`config.mk`:
```
export PLATFORM = sky130hd
export DESIGN_NAME = irq_ctrl_6502
export DESIGN_NICKNAME = d
export VERILOG_FILES = /design/src/rtl/irq_pkg.sv /design/src/rtl/irq_prio_enc.sv /design/src/rtl/irq_ctrl_6502.sv
export SDC_FILE = /design/constraint.sdc
export NUM_CORES = 1
export LEC_CHECK = 0
export CAP_MARGIN = 20
export CORE_UTILIZATION = 46
export DETAILED_ROUTE_END_ITERATION = 16
export HOLD_SLACK_MARGIN = 0.1
export PLACE_DENSITY = 0.78
export SYNTH_ARGS = -nofsm -noshare
export SYNTH_HDL_FRONTEND = slang
export SYNTH_SLANG_ARGS = --single-unit
```
`constraint.sdc`:
```
create_clock -name clk -period 2.77 [get_ports clk]
set_input_delay 0.554 -clock clk [delete_from_list [all_inputs] [get_ports clk]]
set_output_delay 0.554 -clock clk [all_outputs]
set_load 0.02 [all_outputs]
```
`src/rtl/irq_pkg.sv`:
```
// Shared definitions for the 6502 SoC interrupt priority controller.
package irq_pkg;

  // Register map.
  localparam logic [1:0] REG_PEND = 2'd0;
  localparam logic [1:0] REG_MASK = 2'd1;
  localparam logic [1:0] REG_MODE = 2'd2;
  localparam logic [1:0] REG_VEC  = 2'd3;

  // IRQ line state machine.
  typedef enum logic [1:0] {
    IDLE    = 2'd0,
    ACTIVE  = 2'd1,
    HOLDOFF = 2'd2
  } irq_state_e;

  // Convert a 3-bit source index to its one-hot pending mask.
  function automatic logic [7:0] onehot8(input logic [2:0] idx);
    return 8'b0000_0001 << idx;
  endfunction

endpackage

```
`src/rtl/irq_prio_enc.sv`:
```
// Lowest-index-first 8->3 priority encoder; bit 0 has the highest priority.
module irq_prio_enc
  import irq_pkg::*;
(
  input  logic [7:0] req,
  output logic       any,
  output logic [2:0] idx
);

  // Pick the lowest-numbered asserted request; index is 0 when nothing is set.
  always_comb begin
    any = |req;
    idx = 3'd0;
    casez (req)
      8'b???????1: idx = 3'd0;
      8'b??????10: idx = 3'd1;
      8'b?????100: idx = 3'd2;
      8'b????1000: idx = 3'd3;
      8'b???10000: idx = 3'd4;
      8'b??100000: idx = 3'd5;
      8'b?1000000: idx = 3'd6;
      8'b10000000: idx = 3'd7;
      default:     idx = 3'd0;
    endcase
  end

endmodule

```
`src/rtl/irq_ctrl_6502.sv`:
```
// Eight-source interrupt controller: edge/level pending, masking, vector
// read with acknowledge, and a low-true IRQ line with a hold-off pulse.
module irq_ctrl_6502
  import irq_pkg::*;
#(
  parameter int NSRC = 8
) (
  input  logic            clk,
  input  logic            reset_n,
  input  logic [NSRC-1:0] src,
  input  logic            cs,
  input  logic            we,
  input  logic [1:0]      addr,
  input  logic [7:0]      din,
  output logic [7:0]      dout,
  output logic            irq_n
);

  logic [NSRC-1:0] src_q_r;
  logic [7:0]      pend_r;
  logic [7:0]      mask_r;
  logic [7:0]      mode_r;
  logic [7:0]      dout_r;
  logic            irq_n_r;
  irq_state_e      state_r;
  irq_state_e      state_nxt_s;

  logic [7:0]      active_s;
  logic            any_s;
  logic [2:0]      idx_s;
  logic            rd_s;
  logic            wr_s;
  logic            ack_s;
  logic [7:0]      w1c_s;
  logic [7:0]      ack_mask_s;
  logic [7:0]      clr_s;
  logic [7:0]      rise_s;
  logic [7:0]      pend_nxt_s;
  logic [7:0]      rdata_s;

  assign active_s = pend_r & mask_r;

  irq_prio_enc u_prio_enc (
    .req (active_s),
    .any (any_s),
    .idx (idx_s)
  );

  // Bus decode, acknowledge and the next pending vector (set beats clear).
  always_comb begin
    rd_s       = cs & ~we;
    wr_s       = cs & we;
    ack_s      = rd_s & (addr == REG_VEC) & any_s;
    rise_s     = src & ~src_q_r;
    w1c_s      = 8'h00;
    ack_mask_s = 8'h00;
    if (wr_s && (addr == REG_PEND)) begin
      w1c_s = din;
    end else begin
      w1c_s = 8'h00;
    end
    if (ack_s) begin
      ack_mask_s = onehot8(idx_s);
    end else begin
      ack_mask_s = 8'h00;
    end
    // Clears only ever touch edge-mode bits; level bits track src directly.
    clr_s      = (w1c_s | ack_mask_s) & mode_r;
    pend_nxt_s = (mode_r & (rise_s | (pend_r & ~clr_s))) | (~mode_r & src);
  end

  // Read data mux, sampled into dout on a read strobe.
  always_comb begin
    rdata_s = 8'h00;
    case (addr)
      REG_PEND: rdata_s = pend_r;
      REG_MASK: rdata_s = mask_r;
      REG_MODE: rdata_s = mode_r;
      REG_VEC:  rdata_s = {any_s, 4'b0000, idx_s};
      default:  rdata_s = 8'h00;
    endcase
  end

  // IRQ state machine next-state logic.
  always_comb begin
    state_nxt_s = state_r;
    case (state_r)
      IDLE: begin
        if (any_s) begin
          state_nxt_s = ACTIVE;
        end else begin
          state_nxt_s = IDLE;
        end
      end
      ACTIVE: begin
        if (ack_s) begin
          state_nxt_s = HOLDOFF;
        end else if (!any_s) begin
          state_nxt_s = IDLE;
        end else begin
          state_nxt_s = ACTIVE;
        end
      end
      HOLDOFF: begin
        if (any_s) begin
          state_nxt_s = ACTIVE;
        end else begin
          state_nxt_s = IDLE;
        end
      end
      default: state_nxt_s = IDLE;
    endcase
  end

  // Pending, configuration registers and source history.
  always_ff @(posedge clk) begin
    if (!reset_n) begin
      src_q_r <= src;
      pend_r  <= 8'h00;
      mask_r  <= 8'h00;
      mode_r  <= 8'h00;
    end else begin
      src_q_r <= src;
      pend_r  <= pend_nxt_s;
      if (wr_s && (addr == REG_MASK)) begin
        mask_r <= din;
      end else begin
        mask_r <= mask_r;
      end
      if (wr_s && (addr == REG_MODE)) begin
        mode_r <= din;
      end else begin
        mode_r <= mode_r;
      end
    end
  end

  // Read data register: loaded on reads, held otherwise (writes leave it).
  always_ff @(posedge clk) begin
    if (!reset_n) begin
      dout_r <= 8'h00;
    end else if (rd_s) begin
      dout_r <= rdata_s;
    end else begin
      dout_r <= dout_r;
    end
  end

  // State register and registered low-true IRQ output.
  always_ff @(posedge clk) begin
    if (!reset_n) begin
      state_r <= IDLE;
      irq_n_r <= 1'b1;
    end else begin
      state_r <= state_nxt_s;
      irq_n_r <= (state_nxt_s != ACTIVE);
    end
  end

  assign dout  = dout_r;
  assign irq_n = irq_n_r;

endmodule
```
==> results of run 1 <==
## layout make-up
| type | count | area, um^2 | area share |
|---|---|---|---|
| Clock buffer | 6 | 72.6 | 0.0304 |
| Clock inverter | 2 | 12.5 | 0.00524 |
| Inverter | 5 | 18.8 | 0.00786 |
| Multi-Input combinational cell | 170 | 1040 | 0.434 |
| Sequential cell | 43 | 861 | 0.361 |
| Tap cell | 50 | 62.6 | 0.0262 |
| Timing Repair Buffer | 33 | 323 | 0.135 |
## metal layers
metal	wire length (um)	part of all wire
met4	59	0.013
met5	0	0
met2	2080	0.45
met1	2190	0.48
met3	243	0.053
## sequential cells by signal, indices dropped and copies added (netlist names)
| register | count |
|---|---|
| state_r | 2 |
| dout | 8 |
| irq_n | 1 |
| mode_r | 8 |
| pend_r | 8 |
| mask_r | 8 |
| src_q_r | 8 |
## kinds of logic after synthesis
family,Yosys count,synth area share
AND/OR/NAND/NOR,107,0.279
multiplexers,5,0.0280
buffers and inverters,13,0.0350
flip-flops,43,0.438
AO/OA/AOI/OAI,58,0.220
## metrics by stage
stage | cells | setup slack (ns)
after floorplan | 226 | 1.31
after global placement | 301 | 0.447
after detailed placement | 301 | 0.429
after CTS | 309 | 0.744
after global routing | 309 | 0.622
final | 309 | 0.728
## Yosys cell counts (5+ instances only)
cell type	n
nand4_1	6
o21ai_0	7
a32o_1	5
nand3_1	10
nor3b_1	5
a21boi_1	10
nor2b_1	6
nor2_1	8
a21boi_0	11
dfxtp_1	43
nand2_1	56
## layout by cell type, fill, tap and decap left out, types with 4 or more instances in the layout
cell and count:
nand2_1 56, dfxtp_1 43, clkdlybuf4s50_1 30, a21boi_0 11, nand3_1 10, a21boi_1 10, nor2_1 8, o21ai_0 7
nand4_1 6, nor2b_1 6, a32o_1 5, nor3b_1 5, clkbuf_8 5, a22oi_1 4, a21oi_1 4, inv_1 4
mux2_2 4, a221oi_1 4
## final timing paths
kind,cells past startpoint,slack (ns),to
setup / recovery,7,0.73,pend_r[7]
hold / removal,2,0.46,dout[7]
setup reg to reg,5,1.31,pend_r[7]
hold reg to reg,2,0.46,dout[7]
## critical path: stages
cell,delay (ns)
clkdlybuf4s50_1,0.64
buf_4,0.23
nand2_1,0.13
nor2_4,0.26
nand3_2,0.13
o2111ai_1,0.21
a21boi_1,0.09
## where the power goes
group	switching (uW)	internal [uW]	leakage [uW]
Combinational	72.5	70.6	0.000403
Sequential	18.3	642	0.000353
Clock	208	176	0.0000412
Total	299	888	0.000797
==> flow_summary.toml, run 1 <==
[clock_network]
cts_buffers = 5
post_cts_resized = 0
hold_buffers = 0
cts_tree = "yes"
clkSinkCount = 43
post-cts-setup-buffers = 0
clkSlewWorstSetupHoldPaths_ns = 0.08
root_buffer = "clkbuf_8"
insertion_delay_ns = 0.30
htree_levels = 2
clk_path_buf_depth = 2

[place]
dpl_cell_area_mm2 = 0.00230
hpwl_um = 3360
place_congestion = 0.926
numPortBuffers = 30

[power_and_ir_drop]
power_uw = 1190
ir_drop_v = 0.000389
p_per_area_mw_per_mm2 = 497
power_leakage_uw = 0.000797

[global_route]
grt_pass1_wl_um = 7390
met3_usage = 0.0507
gr-usage-all-layers = 0.221
overflow = 0
grtUsageMet2 = 0.328
antenna_found_initial = 0
use_met1 = 0.302
grt_most_used_layer = "met2"
grt_max_degree = 21
first_global_vias = 1590

[detailed_routing]
num_vias = 1755
drtIter0Drc = 119
wire_per_inst_um = 14.8
viasPerCell = 5.68
drt-total-wl_um = 4570
drt-pass1-iter-count = 5
antenna_left = 0
drc_errors = 0

[logic_synthesis]
synth.distinct_cells = 44
syn_inst = 226
synth_edf_count = 0
syn_area_per_cell_um2 = 8.70
synthArstFlopShare = 0
synth_flop_cell = "dfxtp_1"
synth_nets = 248
yosysSeqAreaShare = 0.438
yosysWarnings = 0
synth_area_leader_cell = "dfxtp_1"
yosys-top-cells-area = "dfxtp_1 44%, nand2_1 11%, a21boi_0 4.2%, a21boi_1 3.8%, a32o_1 2.5%"
yosysTopAreaCellShare = 0.438
ys_seq_elements = 43
netlist_area_mm2 = 0.00197

[floorplanning]
die_area_mm2 = 0.00454
core-area_mm2 = 0.00406
initial_core_util = 0.485
die-width_um = 67.4
pin_count = 31
die-height_um = 67.4
rows = 23

[sta]
finalHoldViolCount = 0
fmax_mhz = 490
fin_skew_ns = 0.00660
layout_min_cycle_time_ns = 2.04
fin_setup_tns_ns = 0
relSlewSlack = 0.615
slew_viol_final = 0
worst_pin_slew_ns = 0.575
rsz0062_at_grt = "false"
fin_crit_sh = 0.737
finalHoldWorstSlack_ns = 0.464
setup_viol_count_final = 0

[outcome]
status = "finished clean"

[setup_path]
reg2reg_from = "mask_r[0]"
cp_max_fo = 11
critical_path_required_ns = 2.95
startpoint_type = "primary input"
crit_type = "primary input to flip-flop"
endpoint_kind = "flip-flop"
crit_arrival_ns = 2.23
crit_start = "addr[1]"

[finish]
utilization = 0.588
design_area_mm2 = 0.00239
antenna_cells = 0
nets = 280
syn_to_final_growth_pct = 21.4
fill_cells = 374
layout-drive-gt1-share = 0.100

[hold_path]
hold_class = "flip-flop to flip-flop"
min_from = "dout[7]"

[run]
maxCapViolCount = 0
Power figures use the tool's default switching activity.
==> run 2, diff against run 1 <==
--- a/config.mk
+++ b/config.mk
@@ -9,7 +9,7 @@
 export CORE_UTILIZATION = 46
 export DETAILED_ROUTE_END_ITERATION = 16
 export HOLD_SLACK_MARGIN = 0.1
-export PLACE_DENSITY = 0.78
+export PLACE_DENSITY = 0.81
 export SYNTH_ARGS = -nofsm -noshare
 export SYNTH_HDL_FRONTEND = slang
 export SYNTH_SLANG_ARGS = --single-unit
==> constraint.sdc (replaced) <==
create_clock -name clk -period 1.7 [get_ports clk]
set_input_delay 0.34 -clock clk [delete_from_list [all_inputs] [get_ports clk]]
set_output_delay 0.34 -clock clk [all_outputs]
set_load 0.02 [all_outputs]
==> flow_summary.toml, run 2 (synthesis results as in run 1) <==
[sta]
rsz0062_at_grt = "false"
fin_skew_ns = 0.00859
fmax_mhz = 625
fin_crit_sh = 0.940
relSlewSlack = 0.777
finalHoldViolCount = 0
layout_min_cycle_time_ns = 1.60
setup_viol_count_final = 0
slew_viol_final = 0
worst_pin_slew_ns = 0.334
fin_setup_tns_ns = 0

[power_and_ir_drop]
p_switching_uw = 516
p_seq_frac = 0.491
internal_power_uw = 1680
p_clk_frac = 0.383
ir_drop_v = 0.000609
power_leakage_uw = 0.000942
power_uw = 2190
swShare = 0.235
p_per_area_mw_per_mm2 = 836
combinationalPowerShare = 0.126

[place]
place_congestion = 0.881
numPortBuffers = 30
hpwl_um = 3800

[detailed_routing]
antenna_left = 0
wire_per_inst_um = 15.1
drc_errors = 0
num_vias = 1860
viasPerCell = 5.60
drtIter0Drc = 141
drt-pass1-iter-count = 4
drt-total-wl_um = 5010

[clock_network]
clkSinkCount = 43
htree_levels = 2
root_buffer = "clkbuf_8"
clk_path_buf_depth = 2
hold_buffers = 0
post_cts_resized = 0
post-cts-setup-buffers = 0
cts_tree = "yes"
insertion_delay_ns = 0.30
cts_buffers = 5
clkSlewWorstSetupHoldPaths_ns = 0.09

[finish]
fill_cells = 362
final_cell_mix = "56 x nand2_1, 43 x dfxtp_1, 30 x clkdlybuf4s50_1, 24 x buf_4, 11 x a21boi_0"
syn_to_final_growth_pct = 33.3
final_common_cell = "nand2_1"
antenna_cells = 0
nets = 303
layout-drive-gt1-share = 0.177

[global_route]
antenna_found_initial = 0
overflow = 0
grt_max_degree = 20
gr-usage-all-layers = 0.243
grt_pass1_wl_um = 8040
first_global_vias = 1735

[setup_path]
cp_slowest_cell = "clkdlybuf4s50_1"
cp_max_fo = 13
endpoint_kind = "flip-flop"
reg2reg_from = "pend_r[3]"
crit_chain = "clkdlybuf4s50_1 -> buf_12 -> mux2_2 -> a221oi_1 -> nor3b_1"
max_stage_delay_ns = 0.58
crit_arrival_ns = 1.79
startpoint_type = "primary input"
reg2reg_to = "pend_r[7]"
crit_type = "primary input to flip-flop"
rrSetupSlack_ns = 0.23
reg2reg_depth = 5
critical_path_required_ns = 1.89

[floorplanning]
initial_core_util = 0.485
die-width_um = 67.4
die_area_mm2 = 0.00454
core-area_mm2 = 0.00406
die-height_um = 67.4
pin_count = 31
rows = 23

[run]
maxCapViolCount = 0

[outcome]
status = "finished clean"

[hold_path]
min_from = "dout[7]"
hold_end = "dout[7]"
hold_class = "flip-flop to flip-flop"
min_path_cells = 2
==> run 2: cell count changes in the layout (fill, tap and decap cells not counted), sizes merged <==
cell,delta
clkinvlp,-1
bufinv,+1
buf,+23
inv,+1
clkinv,-1
==> run 2: metal layers <==
metal  share of wire  GRT usage  vias to the layer above  routed length, um
met5               0          0                        -                  0
li1                -          -                      922                  -
met1            0.42      0.296                      872               2120
met2            0.50      0.419                       56               2510
met3           0.054     0.0490                       10                271
met4           0.021     0.0904                        0                103
==> run 2: worst max-delay path by stage <==
stage / to / start / slack [ns]
6_report: dout[6] / addr[0] / 0.10
5_1_grt: dout[4] / addr[0] / 0.02
4_1_cts: dout[5] / dout[5] / 0.1
3_5_place_dp: dout[3] / addr[0] / -0.20
3_3_place_gp: dout[5] / addr[0] / -0.14
2_1_floorplan: pend_r[7] / mask_r[0] / 0.46
==> run 2: cell type report <==
type | count | area, um^2 | area share
Clock inverter | 2 | 38.8 | 0.0148
Timing Repair Buffer | 56 | 520 | 0.199
Tap cell | 50 | 62.6 | 0.0239
Multi-Input combinational cell | 170 | 1040 | 0.396
Sequential cell | 43 | 861 | 0.328
Inverter | 5 | 18.8 | 0.00716
Clock buffer | 6 | 82.6 | 0.0315
==> run 2: through the flow <==
stage	area [um^2]	hold WS [ns]	cells	util	setup slack (ns)
after floorplan	1970	0.368	226	-	0.456
after global placement	2500	0.443	324	0.616	-0.144
after detailed placement	2500	0.459	324	0.616	-0.201
after CTS	2620	0.470	332	0.646	0.0974
after global routing	2620	0.491	332	0.646	0.0193
final	2620	0.469	332	0.646	0.101
==> run 2: power groups by stage <==
| stage | Clock [uW] | Combinational [uW] | Sequential [uW] |
|---|---|---|---|
| 6_report | 839 | 277 | 1080 |
| 5_1_grt | 898 | 299 | 1080 |
| 4_1_cts | 854 | 277 | 1080 |
| 3_5_place_dp | 0 | 276 | 1100 |
| 3_3_place_gp | 0 | 270 | 1100 |
| 2_1_floorplan | 0 | 119 | 1100 |
==> run 2: critical path, delay by kind of cell <==
family / cells / cell delay (ns)
mux: 1 / 0.33
compound gates: 1 / 0.27
simple gates: 1 / 0.08
buf+inv: 2 / 0.76
